--- src/rtl/pipeline_pkg.sv ---
// Shared front-end pipeline definitions: NOP encoding, PC step and next-PC select codes
// used by the fetch controller and the hazard/branch units.
package pipeline_pkg;

  localparam int          XLEN_DEFAULT = 32;
  localparam logic [31:0] NOP_INST     = 32'h0000_0013;
  localparam int          PC_STEP      = 4;

  typedef enum logic [1:0] {
    ADV   = 2'd0,
    HOLD  = 2'd1,
    REDIR = 2'd2
  } next_pc_sel_e;

endpackage

--- src/rtl/pc_stall_ctrl_stall_watchdog.sv ---
// Counts consecutive stalled cycles and forces a release once MAX_STALL is reached;
// the error flag stays set until reset.
module stall_watchdog #(
  parameter int MAX_STALL = 3
) (
  input  logic CLK,
  input  logic Reset,
  input  logic stall_req,
  input  logic flush_req,
  output logic force_release,
  output logic stall_err
);

  localparam int CW = $clog2(MAX_STALL + 2);

  logic [CW-1:0] stall_cnt_q, stall_cnt_d;
  logic          stall_err_q, stall_err_d;

  assign force_release = stall_req && !flush_req && (stall_cnt_q == CW'(MAX_STALL));
  assign stall_err     = stall_err_q;

  always_comb begin
    stall_cnt_d = '0;
    stall_err_d = stall_err_q;
    if (force_release) begin
      stall_err_d = 1'b1;
    end else if (stall_req && !flush_req) begin
      stall_cnt_d = stall_cnt_q + CW'(1);
    end
  end

  always_ff @(posedge CLK or posedge Reset) begin
    if (Reset) begin
      stall_cnt_q <= '0;
      stall_err_q <= 1'b0;
    end else begin
      stall_cnt_q <= stall_cnt_d;
      stall_err_q <= stall_err_d;
    end
  end

endmodule

--- src/rtl/pc_stall_ctrl.sv ---
// PC register plus IF/ID pipeline register, steered by flush/stall requests from the
// hazard side, with a stall watchdog and a bubble performance counter.
module pc_stall_ctrl
  import pipeline_pkg::*;
#(
  parameter int              XLEN      = XLEN_DEFAULT,
  parameter logic [XLEN-1:0] RESET_PC  = '0,
  parameter int              MAX_STALL = 3,
  parameter int              CNT_W     = 16
) (
  input  logic             CLK,
  input  logic             Reset,
  input  logic             stall_req,
  input  logic             flush_req,
  input  logic [XLEN-1:0]  flush_target,
  input  logic [XLEN-1:0]  imem_rdata,
  output logic [XLEN-1:0]  imem_addr,
  output logic [XLEN-1:0]  if_pc,
  output logic [XLEN-1:0]  if_inst,
  output logic             if_valid,
  output logic             stall_err,
  output logic [CNT_W-1:0] bubble_cnt
);

  logic [XLEN-1:0]  pc_q, pc_d;
  logic [XLEN-1:0]  if_pc_q, if_pc_d;
  logic [XLEN-1:0]  if_inst_q, if_inst_d;
  logic             if_valid_q, if_valid_d;
  logic [CNT_W-1:0] bubble_q, bubble_d;
  logic             force_release;
  next_pc_sel_e     sel;

  stall_watchdog #(
    .MAX_STALL (MAX_STALL)
  ) u_watchdog (
    .CLK           (CLK),
    .Reset         (Reset),
    .stall_req     (stall_req),
    .flush_req     (flush_req),
    .force_release (force_release),
    .stall_err     (stall_err)
  );

  // Flush beats the watchdog, which beats a plain stall.
  always_comb begin
    sel = ADV;
    if (flush_req) begin
      sel = REDIR;
    end else if (stall_req && !force_release) begin
      sel = HOLD;
    end
  end

  always_comb begin
    pc_d       = pc_q;
    if_pc_d    = if_pc_q;
    if_inst_d  = if_inst_q;
    if_valid_d = if_valid_q;
    bubble_d   = bubble_q;
    unique case (sel)
      REDIR: begin
        pc_d       = {flush_target[XLEN-1:2], 2'b00};
        if_pc_d    = '0;
        if_inst_d  = XLEN'(NOP_INST);
        if_valid_d = 1'b0;
        bubble_d   = bubble_q + CNT_W'(1);
      end
      HOLD: begin
        bubble_d = bubble_q + CNT_W'(1);
      end
      default: begin
        pc_d       = pc_q + XLEN'(PC_STEP);
        if_pc_d    = pc_q;
        if_inst_d  = imem_rdata;
        if_valid_d = 1'b1;
      end
    endcase
  end

  always_ff @(posedge CLK or posedge Reset) begin
    if (Reset) begin
      pc_q       <= RESET_PC;
      if_pc_q    <= '0;
      if_inst_q  <= XLEN'(NOP_INST);
      if_valid_q <= 1'b0;
      bubble_q   <= '0;
    end else begin
      pc_q       <= pc_d;
      if_pc_q    <= if_pc_d;
      if_inst_q  <= if_inst_d;
      if_valid_q <= if_valid_d;
      bubble_q   <= bubble_d;
    end
  end

  assign imem_addr  = pc_q;
  assign if_pc      = if_pc_q;
  assign if_inst    = if_inst_q;
  assign if_valid   = if_valid_q;
  assign bubble_cnt = bubble_q;

endmodule
--- config.mk ---
export PLATFORM = sky130hd
export DESIGN_NAME = pc_stall_ctrl
export DESIGN_NICKNAME = d
export VERILOG_FILES = /design/src/rtl/pipeline_pkg.sv /design/src/rtl/pc_stall_ctrl_stall_watchdog.sv /design/src/rtl/pc_stall_ctrl.sv
export SDC_FILE = /design/constraint.sdc
export NUM_CORES = 1
export LEC_CHECK = 0
export CAP_MARGIN = 20
export CORE_MARGIN = 3
export CORE_UTILIZATION = 25
export DETAILED_ROUTE_END_ITERATION = 12
export GPL_TIMING_DRIVEN = 0
export PLACE_DENSITY = 0.53
export RECOVER_POWER = 100
export SETUP_SLACK_MARGIN = 0.1
export SYNTH_ARGS = -nofsm -noshare
export SYNTH_HDL_FRONTEND = slang
export SYNTH_SLANG_ARGS = --single-unit
--- constraint.sdc ---
create_clock -name CLK -period 10.8 [get_ports CLK]
set_clock_uncertainty 0.1 [all_clocks]
set_input_delay 2.16 -clock CLK [delete_from_list [all_inputs] [get_ports CLK]]
set_output_delay 2.16 -clock CLK [all_outputs]
set_load 0.05 [all_outputs]
### Word level (Yosys, flattened, before mapping)

Cells that the tools add are included.

* register bits after elaboration: 117
* input bits: 68
* output and inout bits: 114

* reductions and logical operators: 6
* $add $sub $neg: 3
* equality and inequality tests: 3
* multiplexer cells: 8

Operators with widths (number)
* $pmux 32 s2: 3
* $add 32x3->32 const B: 1
* $add 16x1->16 const B: 1
* $mux 3: 2
* $add 3x1->3 const B: 1
* $eq 3x2->1 const B: 1
* $logic_and 1x1->1: 3
* $eq 2x1->1 const B: 1
* $eq 2x2->1 const B: 1
* $logic_not 1->1: 2
* $mux 2: 1
* $pmux 1 s2: 1
* $reduce_or 2->1: 1
* $mux 1: 1

### Logic depth before layout (Yosys ltp)

Gate-level depths: netlist (run 1).

* word-level depth: 9
* mapped depth: 8
* gate-level depth less buffers: 7

### Hierarchy

A second synthesis (run 1) with hierarchy kept.

* cells, all modules: 554
* area, all modules: 5167.5 um^2

Modules (own cells, without submodules)
* pc_stall_ctrl: instances 1, seq. area each 2756.4 um^2, area each 4994.8 um^2, cells an instance 539
* stall_watchdog: instances 1, seq. area each 100.1 um^2, area each 172.7 um^2, cells an instance 15

### Worst setup path before layout (run 1)

Ideal clock, no wire load.

* path type: input-to-reg
* from: input flush_req
* to: register pc_q[31] (netlist: imem_addr[31])
* path slack: 7.319 ns
* required time: 10.564 ns
* arrival: 3.245 ns
* setup time: 0.136 ns
* cell stages on the path: 6
* cells stage by stage: clkbuf_1 -> or3b_2 -> and3_1 -> nand4b_1 -> xor2_1 -> o21ai_0

* longest elaborated chain between the ends: 9
* elaborated cells between the ends (all ways): 10
* classes of those cells: 2 x eq/ne; 3 x mux; 5 x reduce/logical

Ends and longest elaborated chain
* from (decl): line pc_stall_ctrl.sv:14 `input logic flush_req,`
* $logic_not 1->1: line pc_stall_ctrl_stall_watchdog.sv:19 `assign force_release = stall_req && !flush_req && (stall_cnt_q == CW'(MAX_STALL));`
* $logic_and 1x1->1 (2 in a row): line pc_stall_ctrl_stall_watchdog.sv:19
* $logic_not 1->1: line pc_stall_ctrl.sv:49 `end else if (stall_req && !force_release) begin`
* $logic_and 1x1->1: line pc_stall_ctrl.sv:49
* $mux 1: line pc_stall_ctrl.sv:49
* $mux 2 (*): line pc_stall_ctrl.sv:47 `if (flush_req) begin`
* $eq 2x1->1 or $eq 2x2->1 (tied branches): line pc_stall_ctrl.sv:60 `unique case (sel)`
* $pmux 32 s2: line pc_stall_ctrl.sv:60
* to (signal assigned): line pc_stall_ctrl.sv:88 `pc_q <= pc_d;`
* to (decl): line pc_stall_ctrl.sv:25 `logic [XLEN-1:0] pc_q, pc_d;`

Every way passes the cells marked *; elsewhere a longest branch is shown, timed or not.
A chain may end at the register's enable or synchronous reset.

### Final worst setup path (run 1)

* from: input stall_req
* to: register if_pc_q[3] (netlist: if_pc[3])

* longest elaborated chain between the ends: 8
* elaborated cells between the ends (all ways): 9
* classes of those cells: 2 x eq/ne; 3 x mux; 4 x reduce/logical

Ends and longest elaborated chain
* from (decl): line pc_stall_ctrl.sv:13 `input logic stall_req,`
* $logic_and 1x1->1 (2 in a row): line pc_stall_ctrl_stall_watchdog.sv:19
* $logic_not 1->1: line pc_stall_ctrl.sv:49
* $logic_and 1x1->1 (*): line pc_stall_ctrl.sv:49
* $mux 1 (*): line pc_stall_ctrl.sv:49
* $mux 2 (*): line pc_stall_ctrl.sv:47
* $eq 2x1->1 or $eq 2x2->1 (tied branches): line pc_stall_ctrl.sv:60
* $pmux 32 s2: line pc_stall_ctrl.sv:60
* to (signal assigned): line pc_stall_ctrl.sv:89 `if_pc_q <= if_pc_d;`
* to (decl): line pc_stall_ctrl.sv:26 `logic [XLEN-1:0] if_pc_q, if_pc_d;`

Marks and branches as above.

==> results of run 1 <==
layout make-up:
cell class                      instances  area share (%)
Tap cell                              265            4.21
Inverter                                4           0.207
Clock inverter                         14            2.70
Multi-Input combinational cell        390            26.4
Timing Repair Buffer                  177            22.7
Sequential cell                       114            36.3
Buffer                                 36            2.02
Clock buffer                           18            5.45
path summary, 6_finish.rpt:
check | slack [ns] | to | cells past startpoint | startpoint
setup / recovery | 6.26 | if_pc[3] | 7 | stall_req
hold / removal | 0.34 | u_watchdog.stall_cnt_q[0] | 1 | u_watchdog.stall_cnt_q[0]
setup reg to reg | 7.94 | if_pc[3] | 8 | u_watchdog.stall_cnt_q[0]
hold reg to reg | 0.34 | u_watchdog.stall_cnt_q[0] | 1 | u_watchdog.stall_cnt_q[0]
max in group asynchronous | 7.02 | imem_addr[4] | 3 | Reset
min in group asynchronous | 2.52 | if_inst[10] | 2 | Reset
sequential cells by signal, summed over array words and instances (netlist names):
name,flops
imem_addr,30
u_watchdog.stall_cnt_q,3
if_inst,32
u_watchdog.stall_err,1
bubble_cnt,16
if_valid,1
if_pc,31
worst max-delay path, delay by kind of cell:
kind	cells	cell delay [ns]
buffers and inverters	4	2.02
AND/OR/NAND/NOR	2	0.43
AO/OA/AOI/OAI	1	0.16
kinds of logic after synthesis:
kind of cell	share of synthesized area [%]
other cells	0.0726
fa+ha+maj	0.969
flops	55.3
compound gates	9.13
xor+xnor	7.46
simple gates	22.7
buf+inv	3.56
mux	0.848
layout by cell type, fill, tap and decap left out, types with 2 or more instances in the layout:
master / instances
and4_1: 3
clkdlybuf4s50_1: 62
dfrtp_1: 111
nor3_1: 8
bufinv_16: 5
nand2_1: 165
o21ai_0: 25
xnor2_1: 30
mux2_2: 3
clkinv_2: 4
buf_4: 4
nor4_1: 10
inv_1: 3
a21oi_1: 59
clkbuf_1: 30
and2_1: 2
nand4_1: 12
ha_1: 4
o2111ai_1: 2
nand3_1: 14
and3_1: 6
xor2_1: 14
and2_0: 2
conb_1: 2
dfstp_2: 3
nor2_1: 10
o21ai_1: 5
clkinv_4: 4
clkbuf_16: 17
dlygate4sd3_1: 114
per-stage QoR:
step	area, sq um	instances	hold WS (ns)	setup WS (ns)	total power, mW
detailed placement	7290	986	0.327	6.17	0.864
global placement	7260	985	0.326	3.42	0.861
finish	7870	1018	0.336	6.26	1.45
global route	7870	1018	0.346	5.97	1.52
floorplan	5170	544	0.307	5.53	0.723
CTS	7940	1018	0.334	6.60	1.49
metal layers:
| metal | GRT usage, % | up-vias | part of all wire [%] | wire (um) |
|---|---|---|---|---|
| li1 | - | 2217 | - | - |
| met1 | 21.0 | 2154 | 48 | 8020 |
| met2 | 23.0 | 127 | 44 | 7370 |
| met3 | 4.36 | 18 | 6.2 | 1040 |
| met4 | 5.72 | 0 | 1.6 | 269 |
| met5 | 0 | - | 0 | 0 |
power by group through the flow:
stage,registers [mW],logic (mW),clock network [mW]
finish,0.509,0.327,0.617
global route,0.516,0.349,0.652
CTS,0.511,0.347,0.634
detailed placement,0.518,0.346,0
global placement,0.518,0.343,0
floorplan,0.640,0.0827,0
synth_stat cells, types with 9 or more instances:
cell type	instances	area [sq um]
a21oi_1	59	295
buf_2	9	45.0
clkbuf_1	20	75.1
dfrtp_1	111	2780
nand2_1	165	619
nand3_1	14	70.1
nand4_1	12	75.1
nor2_1	10	37.5
o21ai_0	19	95.1
o21ai_1	11	55.1
xnor2_1	30	263
xor2_1	14	123
==> metrics, run 1 <==
Post-CTS Setup Inserts 0; slowest stage delay, CP approximately 0.59 ns; PostCTS Resize Cnt 0; fill count between 2000 and 2500; violated checks max-capacitance violations, max-slew violations; mapped cell area just over 5000 sq um; Core ar. 19800 sq um; syn avg cell area around 9.5 sq um; gr usage total between 10% and 20%; grt total ovfl 0; layout net count about 810; Netlist cell types about 40; area grow syn2layout 52.4%; Via density between 4 and 5; Die W roughly 150 um; EDFF count, synth 0; share of layout cells above drive strength 1 around 7%; fmax 220 MHz; startpoint type of the worst setup path input port; Reg power frac between 30% and 40%; net switching power 0.470 mW; PD cells 185 nW/um^2; cell mode on critical path clkbuf_1; Initial DRT Pass Iterations 4; Int Pwr just under 1 mW; Max Slew Vio Count 35; TNS Setup 0 ns; Leak roughly 3.5 nW; CTS Buf Count 17; WP data required approximately 11 ns; Sw Ratio 32.3%; minimum clock period approximately 4.5 ns; Yosys reg bits between 100 and 150; HP Class reg -> reg; PortBufs 176; diode count 0; sequential fraction of the synthesis area 55.3%; final hold vios 0; register area about 2900 sq um; CTS tree built; crit path max fanout 10; final setup violation count 0; hold_buf cts 0; synth warn 0; Sink Count ~110; Critical-path top delay cell dlygate4sd3_1; DRC errors left 0; CP Cell Sequence dlygate4sd3_1, or2b_1, clkbuf_1, clkbuf_1, clkbuf_1, nand2_1, a21oi_1; gpl congestion around 0.74; final core occ roughly two fifths; VDD IR max 0.0936 mV; DR vias 4516; Std-Cell Rows ~50; Initial DRC Count approximately 150; area of the multi-input gates 2080 sq um; Cells after Synth around 540; vias in the first global route between 4000 and 5000; worst path arrival time roughly 4.8 ns; initial antenna violation count 0; post-route ant nets 0; Crit. End Element flip-flop; routed wire length between 15000 and 20000 um; Clk network pwr share between 40% and 50%; Setup CP Type in -> reg; max_slew headroom -14.5%; Comb pwr share 22.5%; starting density of the core about a quarter; Most used DFF post-synth dfrtp_1; H-tree depth 4; final period utilization a little over two fifths; max cap viols 1; WL/cell roughly 16 um; clk root buf clkbuf_16; area of the die between 20000 and 25000 sq um; Max clock buf depth 2; RSZ-0062 raised after global routing false; DP Wirelength between 10000 and 15000 um; clock-pin slew on the worst setup and hold paths 0.06 ns; Skew-Pair Late Insertion Delay between 0.4 and 0.5 ns; ys async rst share 100%; Ports between 150 and 200; status finished with violations; die height 150 um; actual slew at the worst max-slew pin roughly 1.7 ns; first-pass GRT wire length approximately 26000 um; pin count of the biggest net entering global routing between 80 and 90
Note: power is estimated with default switching activity, not from simulation.
==> inputs of run 2 (changes only) <==
- clock period: 10.8 -> 4.4 ns (I/O delays scaled with it)
==> results of run 2 <==
The final DEF is identical to that of run 1. Status: finished with violations: max-capacitance violations, max-slew violations.
Among the figures that moved: setup slack after placement 6.17 ns -> 1.05 ns; setup slack after layout 6.26 ns -> 1.14 ns; register-to-register setup slack 7.94 ns -> 1.54 ns; total power 1.45 mW -> 3.57 mW; worst IR drop on VDD 0.0936 mV -> 0.230 mV
==> inputs of run 3 (changes only) <==
- PLACE_DENSITY: 0.53 -> 0.54
- clock period: 4.4 -> 2.7 ns (I/O delays scaled with it)
==> metrics, run 3 (synthesized netlist as in run 1, its figures left out) <==
DRC errors left 0 (unchanged); CP Cell Sequence dlygate4sd3_1; worst r2r dst if_pc[19]; Crit. End Element output pin; slowest stage delay, CP 0.93 ns (+0.34 ns); clk root buf clkbuf_16; area of the die 22400 sq um (unchanged); Max clock buf depth 2 (unchanged); Int Pwr 3.80 mW; Overall Power 5.66 mW; Stages on worst setup path 1 (-6); Setup CP Type reg -> out; final period utilization slightly above 90%; hold path endpoint u_watchdog.stall_cnt_q[0]; final core occ 39.7% (about the same); Largest register FFs 32 (unchanged); Sw Ratio between 30% and 40%; vias in the first global route 4603 (-0.93%); crit path max fanout 7 (-3); status completed; actual slew at the worst max-slew pin 1.09 ns (-0.615 ns); routed wire length 16700 um (-0.20%); commonest non-fill, non-tap cell in the layout nand2_1; post-layout instance area 7870 sq um (about the same); final setup violation count 0 (unchanged); Comb pwr share 23.2% (+0.7 points); area grow syn2layout 52.4% (about the same); Hold Startpoint u_watchdog.stall_cnt_q[0]; share of layout cells above drive strength 1 8.61% (+1.7 points); VDD IR max roughly 0.4 mV; gpl congestion 0.742 (+0.19%); max_slew headroom 26.8% (+41 points); Clk network pwr share 40.8% (-1.7 points); die height 150 um (unchanged); WP data required slightly above 2 ns; RSZ-0062 raised after global routing true; fmax between 300 and 400 MHz; H-tree depth 4 (unchanged); Worst Setup SP imem_addr[7]; Post-CTS Setup Inserts 0 (unchanged); PD cells between 700 and 800 nW/um^2; Critical-path top delay cell dlygate4sd3_1; Reg power frac 36.0% (+1.0 points); Leak 3.48 nW (+0.35%); commonest non-fill, non-tap cells in the layout 165 x nand2_1, 113 x dlygate4sd3_1, 111 x dfrtp_1; Die W 150 um (unchanged); PortBufs 176 (unchanged); HP Class reg -> reg; clock-pin slew on the worst setup and hold paths 0.06 ns (about the same); Core ar. 19800 sq um (unchanged); depth of the worst register-to-register path 7 (-1); gr usage total 15.2% (-0.13 points); WL/cell 16.3 um (-0.39%); placed cell area 7330 sq um (+0.43%); Std-Cell Rows 51 (unchanged); net switching power ~1.9 mW; internal reg-to-reg setup slack around 0.25 ns; worst r2r src u_watchdog.stall_cnt_q[0]; Max Slew Vio Count 0 (-100%); CTS Buf Count 17 (unchanged); grt total ovfl 0 (unchanged); Via density 4.43 (about the same); hold_buf cts 0 (unchanged); layout net count 814 (+0.25%); Buf+Inv Stages, Crit Path 1 (-3); WHS 0.334 ns (-0.00165 ns); DR vias 4522 (+0.13%); Skew-Pair Late Insertion Delay 0.41 ns (about the same); worst path arrival time between 1.5 and 2 ns; final hold vios 0 (unchanged); first-pass GRT wire length 26100 um (-0.66%); diode count 0 (unchanged); starting density of the core 26.0% (unchanged); DP Wirelength 12200 um (+1.4%); Initial DRT Pass Iterations 4 (unchanged); Initial DRC Count 161 (+8.1%); startpoint type of the worst setup path flip-flop; initial antenna violation count 1 (+1); Worst Hold Path Cells 1 (unchanged); minimum clock period around 2.5 ns; pin count of the biggest net entering global routing 40 (-51%); Ports 182 (unchanged); Sink Count 114 (unchanged); post-route ant nets 0 (unchanged); Top Family by Delay on Critical Path buffers and inverters; max cap viols 0 (-1); TNS Setup 0 ns (unchanged); CTS tree built
==> run 3: cell count changes in the layout (fill, tap and decap cells not counted), sizes merged <==
cell,previous run,this run
clkinv,8,5
clkbuf,47,45
dlygate4sd3,114,113
clkinvlp,2,6
clkdlybuf4s50,62,63
bufinv,5,3
buf,8,13
==> run 3: through the flow <==
stage                     setup WS, ns  instances
after CTS                        0.182       1020
final                            0.180       1020
after global placement          -0.633        985
after detailed placement        -0.361        988
after global routing            0.0462       1020
after floorplan                  0.577        544
==> run 3: area by class of cell <==
type                    count  area [sq um]
flip-flops and latches    114          2860
repair buffers            179          1810
clock buffers              19           453
fillers                  2010         12000
inverters                   4          16.3
clock inverters            13           160
plain buffers              36           171
well taps                 265           332
multi-input cells         390          2080
==> run 3: worst max path at each step <==
| stage | endpoint | slack (ns) |
|---|---|---|
| 6_report | imem_addr[7] | 0.18 |
| 5_1_grt | if_inst[31] | 0.05 |
| 4_1_cts | if_inst[7] | 0.18 |
| 3_5_place_dp | if_inst[7] | -0.36 |
| 3_3_place_gp | if_valid | -0.63 |
| 2_1_floorplan | imem_addr[25] | 0.58 |
==> run 3: power groups by stage <==
stage	Sequential, mW	Combinational [mW]	Clock, mW
2_1_floorplan	2.56	0.331	0
3_3_place_gp	2.07	1.38	0
3_5_place_dp	2.07	1.39	0
4_1_cts	2.04	1.40	2.38
5_1_grt	2.06	1.40	2.45
6_report	2.04	1.31	2.31
==> run 3: timing repair <==
item,in CTS,in global routing
setup endpoints to repair,60,41
pin swaps,0,0
resized for setup,1,9
==> run 3: routing by layer <==
metal  GRT usage [%]  up-vias  routed length, um
met1            20.4     2156               7600
li1                -     2216                  -
met2            23.3      132               7680
met5               0        -                 13
met4            5.12        2                210
met3            4.54       16               1150
